`src/rtl/board_pkg.sv`:
```
// Shared types and win-line table for the tic-tac-toe board engine.
package board_pkg;

   typedef enum logic [1:0] {EMPTY = 2'b00, P1 = 2'b01, P2 = 2'b10} cell_t;

   localparam int BOARD_CELLS = 9;
   localparam int NUM_LINES   = 8;

   // Indexed as WIN_LINES[line][k]; line 0 is the last entry of the concatenation.
   localparam logic [7:0][2:0][3:0] WIN_LINES = {
      {4'd6, 4'd4, 4'd2},
      {4'd8, 4'd4, 4'd0},
      {4'd8, 4'd5, 4'd2},
      {4'd7, 4'd4, 4'd1},
      {4'd6, 4'd3, 4'd0},
      {4'd8, 4'd7, 4'd6},
      {4'd5, 4'd4, 4'd3},
      {4'd2, 4'd1, 4'd0}
   };

   function automatic logic [1:0] line_owner(input logic [17:0] board, input logic [2:0] line);
      logic [4:0] baseA;
      logic [4:0] baseB;
      logic [4:0] baseC;
      logic [1:0] a;
      logic [1:0] b;
      logic [1:0] c;
      baseA = {WIN_LINES[line][0], 1'b0};
      baseB = {WIN_LINES[line][1], 1'b0};
      baseC = {WIN_LINES[line][2], 1'b0};
      a = board[baseA +: 2];
      b = board[baseB +: 2];
      c = board[baseC +: 2];
      return ((a != EMPTY) && (a == b) && (b == c)) ? a : EMPTY;
   endfunction

endpackage

```
`src/rtl/board_engine_if.sv`:
```
// Strobe/status bundle between the game controller (master) and the board engine (slave).
interface board_engine_if;
   import board_pkg::*;

   logic        set_first_player;
   logic        player_one_first;
   logic        create_board;
   logic        check_player_move;
   logic [3:0]  move_idx;
   logic        make_random_move;
   logic        make_player_move;
   logic        change_turn;
   logic        valid_move;
   logic        winner;
   logic [1:0]  winner_id;
   logic        full_board;
   logic        current_player;
   logic [17:0] board;
   logic [3:0]  move_count;
   logic        rand_none;

   modport master (
      output set_first_player, player_one_first, create_board, check_player_move,
             move_idx, make_random_move, make_player_move, change_turn,
      input  valid_move, winner, winner_id, full_board, current_player, board,
             move_count, rand_none
   );

   modport slave (
      input  set_first_player, player_one_first, create_board, check_player_move,
             move_idx, make_random_move, make_player_move, change_turn,
      output valid_move, winner, winner_id, full_board, current_player, board,
             move_count, rand_none
   );

endinterface

```
`src/rtl/board_rand_pick.sv`:
```
// Cyclic priority search: first set bit of the empty mask at or after i_start, wrapping 8->0.
module board_rand_pick
   import board_pkg::*;
(
   input  logic [3:0] i_start,
   input  logic [8:0] i_emptyMask,
   output logic       o_found,
   output logic [3:0] o_idx
);

   always_comb begin
      logic [4:0] w_cand;
      o_found = 1'b0;
      o_idx   = 4'd0;
      w_cand  = 5'd0;
      for (int k = 0; k < BOARD_CELLS; k++) begin
         w_cand = 5'(i_start) + 5'(k);
         if (w_cand >= 5'(BOARD_CELLS)) begin
            w_cand = w_cand - 5'(BOARD_CELLS);
         end
         if (!o_found && i_emptyMask[w_cand[3:0]]) begin
            o_found = 1'b1;
            o_idx   = w_cand[3:0];
         end
      end
   end

endmodule

```
`src/rtl/board_engine.sv`:
```
// 3x3 board storage, move legality, win/full detection, turn tracking and random fallback pick.
module board_engine
   import board_pkg::*;
#(
   parameter int RAND_SEED   = 0,
   parameter bit P1_AT_RESET = 1'b1
)
(
   input  logic           clk,
   input  logic           rst,
   board_engine_if.slave  bus
);

   logic [17:0] r_board;
   logic [3:0]  r_moveCount;
   logic [3:0]  r_pendingIdx;
   logic [3:0]  r_randCtr;
   logic        r_randNone;
   logic        r_currentPlayer;

   logic [8:0]  w_emptyMask;
   logic [15:0] w_emptyWide;
   logic        w_pickFound;
   logic [3:0]  w_pickIdx;
   logic        w_pendingOk;
   logic [4:0]  w_cellBase;
   logic [1:0]  w_winnerId;

   always_comb begin
      w_emptyMask = '0;
      for (int i = 0; i < BOARD_CELLS; i++) begin
         w_emptyMask[i] = (r_board[2*i +: 2] == EMPTY);
      end
   end

   // Zero-extended so out-of-range indices 9..15 read as occupied.
   assign w_emptyWide = {7'd0, w_emptyMask};
   assign w_pendingOk = (r_pendingIdx < 4'(BOARD_CELLS)) && w_emptyWide[r_pendingIdx];
   assign w_cellBase  = {r_pendingIdx, 1'b0};

   board_rand_pick u_randPick (
      .i_start     (r_randCtr),
      .i_emptyMask (w_emptyMask),
      .o_found     (w_pickFound),
      .o_idx       (w_pickIdx)
   );

   always_comb begin
      w_winnerId = EMPTY;
      for (int l = 0; l < NUM_LINES; l++) begin
         if (w_winnerId == EMPTY) begin
            w_winnerId = line_owner(r_board, 3'(l));
         end
      end
   end

   assign bus.valid_move     = (bus.move_idx < 4'(BOARD_CELLS)) && w_emptyWide[bus.move_idx];
   assign bus.winner         = (w_winnerId != EMPTY);
   assign bus.winner_id      = w_winnerId;
   assign bus.full_board     = (r_moveCount == 4'(BOARD_CELLS));
   assign bus.current_player = r_currentPlayer;
   assign bus.board          = r_board;
   assign bus.move_count     = r_moveCount;
   assign bus.rand_none      = r_randNone;

   always_ff @(posedge clk or negedge rst) begin
      if (!rst) begin
         r_randCtr <= 4'(RAND_SEED);
      end else if (r_randCtr == 4'(BOARD_CELLS - 1)) begin
         r_randCtr <= 4'd0;
      end else begin
         r_randCtr <= r_randCtr + 4'd1;
      end
   end

   // A write always targets the pending cell latched in an earlier cycle.
   always_ff @(posedge clk or negedge rst) begin
      if (!rst) begin
         r_board      <= '0;
         r_moveCount  <= 4'd0;
         r_pendingIdx <= 4'd0;
         r_randNone   <= 1'b0;
      end else if (bus.create_board) begin
         r_board      <= '0;
         r_moveCount  <= 4'd0;
         r_pendingIdx <= 4'd0;
         r_randNone   <= 1'b0;
      end else begin
         if (bus.make_random_move) begin
            if (w_pickFound) begin
               r_pendingIdx <= w_pickIdx;
               r_randNone   <= 1'b0;
            end else begin
               r_randNone   <= 1'b1;
            end
         end else if (bus.check_player_move) begin
            r_pendingIdx <= bus.move_idx;
         end
         if (bus.make_player_move && w_pendingOk) begin
            r_board[w_cellBase +: 2] <= {r_currentPlayer, ~r_currentPlayer};
            if (r_moveCount < 4'(BOARD_CELLS)) begin
               r_moveCount <= r_moveCount + 4'd1;
            end
         end
      end
   end

   always_ff @(posedge clk or negedge rst) begin
      if (!rst) begin
         r_currentPlayer <= ~P1_AT_RESET;
      end else if (bus.set_first_player) begin
         r_currentPlayer <= ~bus.player_one_first;
      end else if (bus.change_turn) begin
         r_currentPlayer <= ~r_currentPlayer;
      end
   end

endmodule

```
`src/flat_wrapper.sv`:
```
// flat-port wrapper written by rule: the top's interface ports become plain ports
module board_engine_flat import board_pkg::*;
#(
   parameter int RAND_SEED   = 0,
   parameter bit P1_AT_RESET = 1'b1
)
  (clk, rst, bus_set_first_player, bus_player_one_first, bus_create_board, bus_check_player_move, bus_move_idx, bus_make_random_move, bus_make_player_move, bus_change_turn, bus_valid_move, bus_winner, bus_winner_id, bus_full_board, bus_current_player, bus_board, bus_move_count, bus_rand_none);
  board_engine_if bus_i ();
  input  logic clk;
  input  logic rst;
  input wire logic [$bits(bus_i.set_first_player)-1:0] bus_set_first_player;
  input wire logic [$bits(bus_i.player_one_first)-1:0] bus_player_one_first;
  input wire logic [$bits(bus_i.create_board)-1:0] bus_create_board;
  input wire logic [$bits(bus_i.check_player_move)-1:0] bus_check_player_move;
  input wire logic [$bits(bus_i.move_idx)-1:0] bus_move_idx;
  input wire logic [$bits(bus_i.make_random_move)-1:0] bus_make_random_move;
  input wire logic [$bits(bus_i.make_player_move)-1:0] bus_make_player_move;
  input wire logic [$bits(bus_i.change_turn)-1:0] bus_change_turn;
  output wire logic [$bits(bus_i.valid_move)-1:0] bus_valid_move;
  output wire logic [$bits(bus_i.winner)-1:0] bus_winner;
  output wire logic [$bits(bus_i.winner_id)-1:0] bus_winner_id;
  output wire logic [$bits(bus_i.full_board)-1:0] bus_full_board;
  output wire logic [$bits(bus_i.current_player)-1:0] bus_current_player;
  output wire logic [$bits(bus_i.board)-1:0] bus_board;
  output wire logic [$bits(bus_i.move_count)-1:0] bus_move_count;
  output wire logic [$bits(bus_i.rand_none)-1:0] bus_rand_none;
  assign bus_i.set_first_player = bus_set_first_player;
  assign bus_i.player_one_first = bus_player_one_first;
  assign bus_i.create_board = bus_create_board;
  assign bus_i.check_player_move = bus_check_player_move;
  assign bus_i.move_idx = bus_move_idx;
  assign bus_i.make_random_move = bus_make_random_move;
  assign bus_i.make_player_move = bus_make_player_move;
  assign bus_i.change_turn = bus_change_turn;
  assign bus_valid_move = bus_i.valid_move;
  assign bus_winner = bus_i.winner;
  assign bus_winner_id = bus_i.winner_id;
  assign bus_full_board = bus_i.full_board;
  assign bus_current_player = bus_i.current_player;
  assign bus_board = bus_i.board;
  assign bus_move_count = bus_i.move_count;
  assign bus_rand_none = bus_i.rand_none;
  board_engine #(.RAND_SEED(RAND_SEED), .P1_AT_RESET(P1_AT_RESET)) u_core (.clk(clk), .rst(rst), .bus(bus_i));
endmodule
```
`config.mk`:
```
export PLATFORM = sky130hd
export DESIGN_NAME = board_engine_flat
export DESIGN_NICKNAME = d
export VERILOG_FILES = /design/src/rtl/board_pkg.sv /design/src/rtl/board_engine_if.sv /design/src/rtl/board_rand_pick.sv /design/src/rtl/board_engine.sv /design/src/flat_wrapper.sv
export SDC_FILE = /design/constraint.sdc
export NUM_CORES = 1
export LEC_CHECK = 0
export CAP_MARGIN = 10
export CORE_UTILIZATION = 30
export CTS_BUF_LIST = sky130_fd_sc_hd__clkbuf_8
export CTS_CLUSTER_DIAMETER = 200
export DETAILED_ROUTE_END_ITERATION = 10
export PLACE_DENSITY = 0.46
export SKIP_LAST_GASP = 1
export SYNTH_ARGS = -nofsm -noshare
export SYNTH_HDL_FRONTEND = slang
export SYNTH_SLANG_ARGS = --single-unit
```
`constraint.sdc`:
```
create_clock -name clk -period 8.74 [get_ports clk]
set_clock_uncertainty 0.2 [all_clocks]
set_input_delay 1.748 -clock clk [delete_from_list [all_inputs] [get_ports clk]]
set_output_delay 1.748 -clock clk [all_outputs]
set_load 0.1 [all_outputs]
```
==> qor.txt, run 1 <==
================================================================================
Design internal power                                                 0.000265 W
Final HPWL from detailed placement                                      16300 µm
Max-cap violation count                                                        0
Vias in the first global route                                              6036
Post-synthesis cell type count                                               101
Clock transition at the registers of the reported paths                  0.08 ns
Sum of internal, switching and leakage power                          0.000402 W
CTS Sinks                                                                     32
Overall die width                                                         143 µm
Number of iterations in the first detailed-routing pass                        5
Post-synthesis cell area                                             0.00594 mm²
Port-buffer cells                                                             41
Category of the critical setup timing path                             in -> out
# nets final                                                                 854
Fraction of the core area covered by cells at the end of the flow          0.340
LEAKAGE                                                                  2.66 nW
Clock group share of total power                                           0.384
Most frequent cells in the layout                                   nor2_1, nand2_1, a21oi_1, o21ai_0, clkdlybuf4s50_1
Boundary pin count                                                            42
Total routing usage reported by global routing                             0.227
Tcrit/Tclk final                                                           0.714
Setup TNS                                                                   0 ns
Share of post-route cells with drive strength above 1                     0.0835
Normalized max-slew margin                                                 0.346
CTS buffer count                                                               5
Die Y-Extent                                                              143 µm
Maximum root-to-sink buffer count                                              2
Post-synthesis register bit count                                             32
Number of endpoints with negative hold slack in the final report               0
Total via count after detailed routing                                      6484
Number of setup buffers added after CTS                                        0
CTS Hold Bufs                                                                  0
Worst slew pin tran                                                     0.978 ns
Net count of the mapped netlist                                              851
H-tree depth reported by CTS                                                   2
Required time reported for the critical path endpoint                    6.79 ns
Highest achievable clock rate                                            160 MHz
Residual antenna-violating net count after detailed routing                    0
Most common flop cell mapped by yosys                                    dfrtp_1
Type of the tightest min-delay check                                  reg -> reg
Number of DRC markers after the initial detailed-route iteration             562
Antenna violations before repair                                               0
Die footprint                                                         0.0204 mm²
Area of the core region                                               0.0195 mm²
Final instance area                                                  0.00662 mm²
Commonest non-fill, non-tap cell in the layout                            nor2_1
CP startpoint kind                                                     input pin
Register share of total power                                              0.398
DRC violations left                                                            0
Final Setup Violations                                                         0
Cell row count                                                                51
Placed Instance Area                                                 0.00651 mm²
Switching power as a share of total power                                  0.341
WHS                                                                     0.348 ns
Wire length of the first global-routing pass                            35900 µm
Pin count of the biggest net entering global routing                          69
Net Sw Power                                                          0.000137 W
Clock Tree Root                                                         clkbuf_8
Share of flip-flops with an asynchronous set or reset                       1.00
Number of enable flip-flop cells after synthesis                               0
Area Overhead vs Synth                                                     11.4%
Critical path capture point type                                     output port
TritonCTS clock tree                                                       built
Pwr dens                                                             60.8 mW/mm²
Max VDD drop                                                         0.0000623 V
Via density per instance                                                    6.01
Final Routed Wirelength                                                 22800 µm
Endpoint arrival time on the critical path                               4.29 ns
Initial standard-cell utilization of the core                              0.305
Synth Warn #                                                                   0
Number of instances in the synthesized netlist                               810
Setup repair after global routing missed its margin                        false
Final Critical Period                                                    6.24 ns
Worst-skew pair later-pin latency                                        0.31 ns
Proportion of synthesized chip area in sequential cells                    0.135
Post-cts sizing count                                                          0
Comb pwr share                                                             0.219
Number of max-slew violations in the final report                              0
Final GP Congestion                                                        0.877
Crit Path Max Fanout                                                           4
Run status                                                             completed
Overflow after GRT                                                             0
Diodes inserted                                                                0
Synthesized area divided by synthesized cell count                      7.33 µm²
WL per Instance                                                          21.1 µm
================================================================================
[sequential cells by signal, summed over array words and instances, names as in the netlist]
name	flops
u_core.bus.board	18
u_core.bus.current_player	1
u_core.bus.move_count	4
u_core.bus.rand_none	1
u_core.r_pendingIdx	4
u_core.r_randCtr	4
[through the flow]
step	setup WS, ns	cells
CTS	2.47	1079
detailed placement	2.50	1071
finish	2.50	1079
global placement	2.47	1071
floorplan	2.34	810
global route	2.36	1079
[per-layer routing]
| layer | vias up | routed length [µm] | global-route usage |
|---|---|---|---|
| met1 | 3146 | 11100 | 0.334 |
| met3 | 31 | 1190 | 0.0235 |
| met2 | 224 | 9990 | 0.349 |
| met4 | 0 | 524 | 0.0611 |
| li1 | 3083 | - | - |
| met5 | - | 0 | 0 |
[logic make-up (layout without fill, tap and decap cells)]
| kind of cell | count (synthesis) | after routing | share of synthesized area |
|---|---|---|---|
| DFF | 32 | 32 | 0.135 |
| xor gates and xnor gates | 24 | 24 | 0.0379 |
| and+or+nand+nor | 344 | 344 | 0.309 |
| muxes | 43 | 43 | 0.0836 |
| AOI/OAI and AO/OA | 267 | 267 | 0.323 |
| buffers and inverters | 72 | 76 | 0.0522 |
| adders and majority gates | 28 | 28 | 0.0590 |
[synthesized netlist by cell type, types with 15 or more instances]
master    number  area [µm²]
nand2_1       55         206
inv_1         15        56.3
nor3_1        37         185
mux2i_1       35         350
nand3_1       34         170
or3_1         18         113
dfrtp_1       32         801
a21oi_1       51         255
clkbuf_1      32         120
nor2_1        85         319
and2_1        20         125
o21ai_0       49         245
xnor2_1       20         175
ha_1          28         350
[final cells by class]
type | count | area (µm²)
multi-input combinational | 706 | 4830
tap | 265 | 332
clock inverter | 3 | 42.5
timing repair buffer | 51 | 480
fill | 2117 | 12800
sequential | 32 | 802
inverter | 17 | 63.8
clock buffer | 5 | 68.8
[power by group through the flow]
stage / sequential (W) / clock [W] / combinational, W
CTS: 0.000160 / 0.000157 / 0.0000880
global route: 0.000161 / 0.000166 / 0.0000961
floorplan: 0.000175 / 0 / 0.0000464
global placement: 0.000163 / 0 / 0.0000884
finish: 0.000160 / 0.000154 / 0.0000880
detailed placement: 0.000163 / 0 / 0.0000879
[critical path, cell delays in order]
cell,delay (ns)
clkdlybuf4s50_1,0.57
mux4_2,0.53
nor2_1,0.10
a21oi_1,0.05
o21ai_0,0.14
clkdlybuf4s50_1,1.15
[worst paths after layout]
check / from / end / slack, ns / depth (start not counted)
max: bus_move_idx[2] / bus_valid_move / 2.50 / 6
min: u_core.bus.rand_none / u_core.bus.rand_none / 0.35 / 2
max reg2reg: u_core.r_randCtr[0] / u_core.r_pendingIdx[2] / 3.33 / 13
min reg2reg: u_core.bus.rand_none / u_core.bus.rand_none / 0.35 / 2
max in group asynchronous: rst / u_core.r_randCtr[0] / 6.45 / 1
min in group asynchronous: rst / u_core.bus.board[14] / 1.33 / 1
No activity file was read; power rests on OpenSTA's default activity.
==> run 2: changes to the inputs <==
==> constraint.sdc (replaced) <==
create_clock -name clk -period 6.07 [get_ports clk]
set_clock_uncertainty 0.2 [all_clocks]
set_input_delay 1.214 -clock clk [delete_from_list [all_inputs] [get_ports clk]]
set_output_delay 1.214 -clock clk [all_outputs]
set_load 0.1 [all_outputs]
==> run 2 against run 1 <==
Net effect:
- the flow now finishes with violations (DRC)
- first-iteration DRC count rose by 18%
- sequential share of layout area fell by 0.077 points
- via count rose by 1.1%
- worst setup slack got worse by 1.7 ns
- die area did not move
- worst hold slack got worse by 0.011 ns
- flip-flop and latch count did not move
- critical path type is now reg -> reg
- critical endpoint is now u_core.r_pendingIdx[0]
- largest power group unchanged
==> qor.txt, run 2 (synthesized netlist as in run 1, its figures left out) <==
===============================================================================
Share of post-route cells with drive strength above 1                    0.0915   was 0.0835
CP most frequent cell                                                   mux2i_1   was clkdlybuf4s50_1
Worst slew pin tran                                                    0.977 ns   was 0.978 ns
Post-cts sizing count                                                         0   unchanged
Most frequent cells in the layout                                  nor2_1, nand2_1, a21oi_1, o21ai_0, clkdlybuf4s50_1   unchanged
TritonCTS clock tree                                                      built   unchanged
Total routing usage reported by global routing                            0.225   was 0.227
# nets final                                                                860   was 854
Vias in the first global route                                             5946   was 6036
Clock transition at the registers of the reported paths                 0.08 ns   about the same
Overall die width                                                        143 µm   unchanged
Max-cap violation count                                                       0   unchanged
Number of iterations in the first detailed-routing pass                       9   was 5
CTS buffer count                                                              5   unchanged
Area Overhead vs Synth                                                    12.1%   was 11.4%
Number of endpoints with negative hold slack in the final report              0   unchanged
Tcrit/Tclk final                                                          0.869
Port-buffer cells                                                            41   unchanged
Antenna violations before repair                                              0   unchanged
Number of max-slew violations in the final report                             0   unchanged
Number of DRC markers after the initial detailed-route iteration            662   was 562
Initial standard-cell utilization of the core                             0.305   unchanged
Highest achievable clock rate                                           190 MHz
CP startpoint kind                                                    flip-flop   was input pin
Area of the core region                                              0.0195 mm²   unchanged
Hold Crit Endpoint                                                 u_core.bus.rand_none   unchanged
Cell row count                                                               51   unchanged
Cells along the critical path                                      inv_2 > ha_1 > nand2b_1 > a21oi_1 > mux2i_1 > mux2i_1 > o221ai_1 > or2_1 > and4_1 > and2b_1 > nand3_1 > a2111oi_0 > o41ai_2   was clkdlybuf4s50_1 > mux4_2 > nor2_1 > a21oi_1 > o21ai_0 > clkdlybuf4s50_1
Final GP Congestion                                                       0.878   was 0.877
Setup TNS                                                                  0 ns   unchanged
Final HPWL from detailed placement                                     17000 µm   was 16300 µm
Clock Tree Root                                                        clkbuf_8   unchanged
Normalized max-slew margin                                                0.346   about the same
Category of the critical setup timing path                           reg -> reg   was in -> out
Endpoint arrival time on the critical path                              5.24 ns   was 4.29 ns
Hold Startpoint                                                    u_core.bus.rand_none   unchanged
Worst flop-to-flop path endpoint                                   u_core.r_pendingIdx[0]   was u_core.r_pendingIdx[2]
Diodes inserted                                                               0   unchanged
Maximum root-to-sink buffer count                                             2   unchanged
Via density per instance                                                   6.04   was 6.01
Pin count of the biggest net entering global routing                         70   was 69
Run status                                                         complete, but fails checks   was completed
WL per Instance                                                         21.1 µm   about the same
Required time reported for the critical path endpoint                   6.04 ns   was 6.79 ns
Final cell count without fillers                                           1085   was 1079
Critical path startpoint                                           u_core.r_randCtr[0]   was bus_move_idx[2]
Critical path capture point type                                      flip-flop   was output port
Depth of the most critical reg-to-reg path                                   13   unchanged
Total via count after detailed routing                                     6556   was 6484
Type of the tightest min-delay check                                 reg -> reg   unchanged
Number of cells on the worst hold path                                        2   unchanged
Biggest cell delay along the critical path                              0.63 ns   was 1.15 ns
LEAKAGE                                                                 2.69 nW   was 2.66 nW
Final Setup Violations                                                        0   unchanged
DRC violations left                                                           2   was 0
R2R Setup Slk                                                           0.80 ns   was 3.33 ns
Crit Path Max Fanout                                                         31   was 4
Worst-skew pair later-pin latency                                       0.29 ns   was 0.31 ns
CP max-delay cell                                                          ha_1   was clkdlybuf4s50_1
Pwr dens                                                            85.7 mW/mm²   was 60.8 mW/mm²
Number of setup buffers added after CTS                                       0   unchanged
H-tree depth reported by CTS                                                  2   unchanged
Commonest non-fill, non-tap cell in the layout                           nor2_1   unchanged
Max VDD drop                                                         0.000102 V   was 0.0000623 V
Number of flip-flops in the largest register                                 18   unchanged
Number of placed instances with taps included                              1077   was 1071
Die Y-Extent                                                             143 µm   unchanged
Setup repair after global routing missed its margin                       false   unchanged
Residual antenna-violating net count after detailed routing                   0   unchanged
CTS Sinks                                                                    32   unchanged
Final Critical Period                                                   5.27 ns
Final Routed Wirelength                                                22900 µm   was 22800 µm
Overflow after GRT                                                            0   unchanged
FF-to-FF Start                                                     u_core.r_randCtr[0]   unchanged
Die footprint                                                        0.0204 mm²   unchanged
Boundary pin count                                                           42   unchanged
Violated checks                                                             DRC
Wire length of the first global-routing pass                           35300 µm   was 35900 µm
CTS Hold Bufs                                                                 0   unchanged
===============================================================================
-- run 2: worst max path at each step --
| stage | slack (ns) | to |
|---|---|---|
| after floorplan | 0.55 | bus_valid_move |
| after global placement | 0.99 | u_core.r_pendingIdx[0] |
| after detailed placement | 0.88 | u_core.r_pendingIdx[0] |
| after CTS | 0.87 | u_core.r_pendingIdx[0] |
| after global routing | 0.44 | u_core.r_pendingIdx[0] |
| final | 0.80 | u_core.r_pendingIdx[0] |
-- run 2: report_power, final --
| group | switching, W | leakage (nW) | internal (W) |
|---|---|---|---|
| Sequential | 0.0000122 | 0.432 | 0.000218 |
| Combinational | 0.0000839 | 2.21 | 0.0000415 |
| Clock | 0.0000934 | 0.0541 | 0.000122 |
| Total | 0.000190 | 2.69 | 0.000381 |
-- run 2: final cells by class --
| type | count | area (µm²) |
|---|---|---|
| timing repair buffer | 57 | 523 |
| tap | 265 | 332 |
| fill | 2113 | 12800 |
| inverter | 17 | 63.8 |
| clock buffer | 5 | 68.8 |
| multi-input combinational | 706 | 4830 |
| sequential | 32 | 802 |
| clock inverter | 3 | 42.5 |
-- run 2: metal layers --
| layer | up-vias | part of all wire | track usage |
|---|---|---|---|
| met2 | 300 | 0.42 | 0.331 |
| li1 | 3087 | - | - |
| met3 | 37 | 0.080 | 0.0235 |
| met1 | 3132 | 0.48 | 0.344 |
| met5 | - | 0 | 0 |
| met4 | 0 | 0.022 | 0.0555 |
-- run 2: worst max-delay path: cells and delay by family (launching register included) --
kind / cells / cell delay (ns)
compound gates: 4 / 1.57
simple gates: 5 / 1.12
mux: 2 / 0.70
fa+ha+maj: 1 / 0.63
buf+inv: 1 / 0.48
flops: 1 / 0.41
-- run 2: stage by stage --
step	instance area, µm²	worst slack (ns)	util	power [W]	hold WS, ns
CTS	6660	0.866	0.342	0.000578	0.348
finish	6660	0.795	0.342	0.000571	0.337
detailed placement	6550	0.876	0.336	0.000360	0.324
global route	6660	0.437	0.342	0.000600	0.401
global placement	6550	0.993	0.336	0.000360	0.319
floorplan	5940	0.552	-	0.000319	0.397
==> run 3: changes to the inputs <==
--- a/config.mk
+++ b/config.mk
@@ -10,7 +10,8 @@
 export CTS_BUF_LIST = sky130_fd_sc_hd__clkbuf_8
 export CTS_CLUSTER_DIAMETER = 200
 export DETAILED_ROUTE_END_ITERATION = 10
-export PLACE_DENSITY = 0.46
+export PLACE_DENSITY_LB_ADDON = 0.2
+export SKIP_CTS_REPAIR_TIMING = 1
 export SKIP_LAST_GASP = 1
 export SYNTH_ARGS = -nofsm -noshare
 export SYNTH_HDL_FRONTEND = slang
==> run 3 against run 2 <==
Net effect:
- the flow now finishes without violations
- sequential share of layout area about the same
- flip-flop and latch count is the same
- register-to-register slack better by 0.31 ns
- via count increased by 1.5%
- critical path depth is 5 lower
- cell count unchanged
- design area about the same
- combinational power hardly changed
- die area did not move
- first-iteration DRC count is 33% higher
- utilization is essentially flat
- critical endpoint is now bus_winner_id[1]
- highest routed layer unchanged
==> qor.txt, run 3 (synthesized netlist as in run 1, its figures left out) <==
================================================================================
Area of the core region                                               0.0195 mm²   unchanged
Share of post-route cells with drive strength above 1                     0.0902   was 0.0915
Most frequent cells in the layout                                   nor2_1, nand2_1, a21oi_1, o21ai_0, clkdlybuf4s50_1   unchanged
H-tree depth reported by CTS                                                   2   unchanged
Overflow after GRT                                                             0   unchanged
Required time reported for the critical path endpoint                    4.66 ns   was 6.04 ns
Number of placed instances with taps included                               1078   was 1077
Setup TNS                                                                   0 ns   unchanged
Antenna violations before repair                                               0   unchanged
DRC violations left                                                            0   was 2
Boundary pin count                                                            42   unchanged
Buf+Inv Stages, Crit Path                                                      1   unchanged
Cells along the critical path                                       or3_1 > and2_1 > o31ai_1 > o21ai_0 > a311oi_1 > nand2_1 > nand2_1 > clkdlybuf4s50_1   was inv_2 > ha_1 > nand2b_1 > a21oi_1 > mux2i_1 > mux2i_1 > o221ai_1 > or2_1 > and4_1 > and2b_1 > nand3_1 > a2111oi_0 > o41ai_2
Initial standard-cell utilization of the core                              0.305   unchanged
Final instance area                                                  0.00666 mm²   about the same
Number of flip-flops in the largest register                                  18   unchanged
Overall die width                                                         143 µm   unchanged
Type of the tightest min-delay check                                  reg -> reg   unchanged
Worst setup slack after placement                                        1.23 ns   was 0.876 ns
Cell row count                                                                51   unchanged
Run status                                                             completed   was complete, but fails checks
Critical path capture point type                                     output port   was flip-flop
WL per Instance                                                          21.1 µm   about the same
Setup repair after global routing missed its margin                        false   unchanged
# nets final                                                                 861   was 860
Final Critical Period                                                    5.07 ns   was 5.27 ns
Via density per instance                                                    6.13   was 6.04
CTS Sinks                                                                     32   unchanged
Max VDD drop                                                         0.0000874 V   was 0.000102 V
Pwr dens                                                             80.8 mW/mm²   was 85.7 mW/mm²
Worst-case setup margin in the final layout                              1.00 ns   was 0.795 ns
Final GP Congestion                                                        0.962   was 0.878
CP startpoint kind                                                     flip-flop   unchanged
TritonCTS clock tree                                                       built   unchanged
Storage cell area                                                        802 µm²   unchanged
Total via count after detailed routing                                      6656   was 6556
Worst slew pin tran                                                      1.03 ns   was 0.977 ns
Category of the critical setup timing path                            reg -> out   was reg -> reg
Final cell count without fillers                                            1085   unchanged
Tcrit/Tclk final                                                           0.835   was 0.869
Clock Tree Root                                                         clkbuf_8   unchanged
Worst-skew pair later-pin latency                                        0.28 ns   was 0.29 ns
Die footprint                                                         0.0204 mm²   unchanged
Area of combinational cells with multiple inputs                     0.00483 mm²   unchanged
FILL cells                                                                  2118   was 2113
Vias in the first global route                                              6044   was 5946
Cell type group with the largest total delay on the critical path   buffers and inverters   was compound AO/OA/AOI/OAI gates
Final Routed Wirelength                                                 22900 µm   about the same
CP max-delay cell                                                   clkdlybuf4s50_1   was ha_1
Wire length of the first global-routing pass                            35800 µm   was 35300 µm
Normalized max-slew margin                                                 0.308   was 0.346
Pin count of the biggest net entering global routing                          33   was 70
Placed Instance Area                                                 0.00656 mm²   was 0.00655 mm²
Number of DRC markers after the initial detailed-route iteration             881   was 662
Endpoint arrival time on the critical path                               3.66 ns   was 5.24 ns
Final HPWL from detailed placement                                      16900 µm   was 17000 µm
Crit Path Max Fanout                                                          12   was 31
Commonest non-fill, non-tap cell in the layout                            nor2_1   unchanged
LEAKAGE                                                                  2.69 nW   about the same
Final Setup Violations                                                         0   unchanged
Number of iterations in the first detailed-routing pass                        5   was 9
Max-cap violation count                                                        0   unchanged
Port-buffer cells                                                             41   unchanged
Number of max-slew violations in the final report                              0   unchanged
Biggest cell delay along the critical path                               1.12 ns   was 0.63 ns
Number of endpoints with negative hold slack in the final report               0   unchanged
Clock transition at the registers of the reported paths                  0.07 ns   was 0.08 ns
WHS                                                                     0.341 ns   was 0.337 ns
Die Y-Extent                                                              143 µm   unchanged
CTS buffer count                                                               5   unchanged
Maximum root-to-sink buffer count                                              2   unchanged
Area Overhead vs Synth                                                     12.1%   about the same
Diodes inserted                                                                0   unchanged
CP most frequent cell                                                    nand2_1   was mux2i_1
Highest achievable clock rate                                            197 MHz   was 190 MHz
Residual antenna-violating net count after detailed routing                    0   unchanged
Total routing usage reported by global routing                             0.227   was 0.225
================================================================================
==> run 3: area by class of cell <==
| class | instances | share of cell area |
|---|---|---|
| multi-input combinational | 706 | 0.725 |
| sequential | 32 | 0.120 |
| timing repair buffer | 58 | 0.0804 |
| tap | 265 | 0.0498 |
| clock buffer | 7 | 0.0145 |
| inverter | 17 | 0.00958 |
==> run 3: worst paths after layout <==
kind                                      startpoint                     end  slack (ns)  cells after the start
worst max-delay path             u_core.bus.board[8]        bus_winner_id[1]        1.00                      8
worst min-delay path            u_core.bus.rand_none    u_core.bus.rand_none        0.34                      2
worst max register to register   u_core.r_randCtr[3]  u_core.r_pendingIdx[2]        1.11                     12
worst min register to register  u_core.bus.rand_none    u_core.bus.rand_none        0.34                      2
max in group asynchronous                        rst     u_core.r_randCtr[0]        4.22                      2
min in group asynchronous                        rst    u_core.bus.board[14]        1.13                      2
==> run 3: power breakdown <==
group	internal, W	leakage (nW)	switching (W)	total (W)
sequential	0.000218	0.432	0.0000119	0.000230
combinational	0.0000423	2.21	0.0000849	0.000127
clock	0.000101	0.0503	0.0000795	0.000180
total	0.000362	2.69	0.000176	0.000538
==> run 3: layer usage <==
| layer | track usage | wire [µm] | vias to the layer above |
|---|---|---|---|
| li1 | - | - | 3099 |
| met1 | 0.329 | 10300 | 3164 |
| met2 | 0.344 | 9850 | 333 |
| met3 | 0.0272 | 1880 | 60 |
| met4 | 0.0747 | 870 | 0 |
| met5 | 0 | 0 | - |
==> run 3: tightest hold or removal path, cell delays in order (launching register included) <==
cell and delay [ns]:
dfrtp_1 0.36, a21oi_1 0.07, nor2_1 0.07
==> run 3: metrics by stage <==
stage | total power, W | util
after global routing | 0.000565 | 0.342
final | 0.000538 | 0.342
after floorplan | 0.000319 | -
after CTS | 0.000541 | 0.342
after detailed placement | 0.000361 | 0.337
after global placement | 0.000360 | 0.337
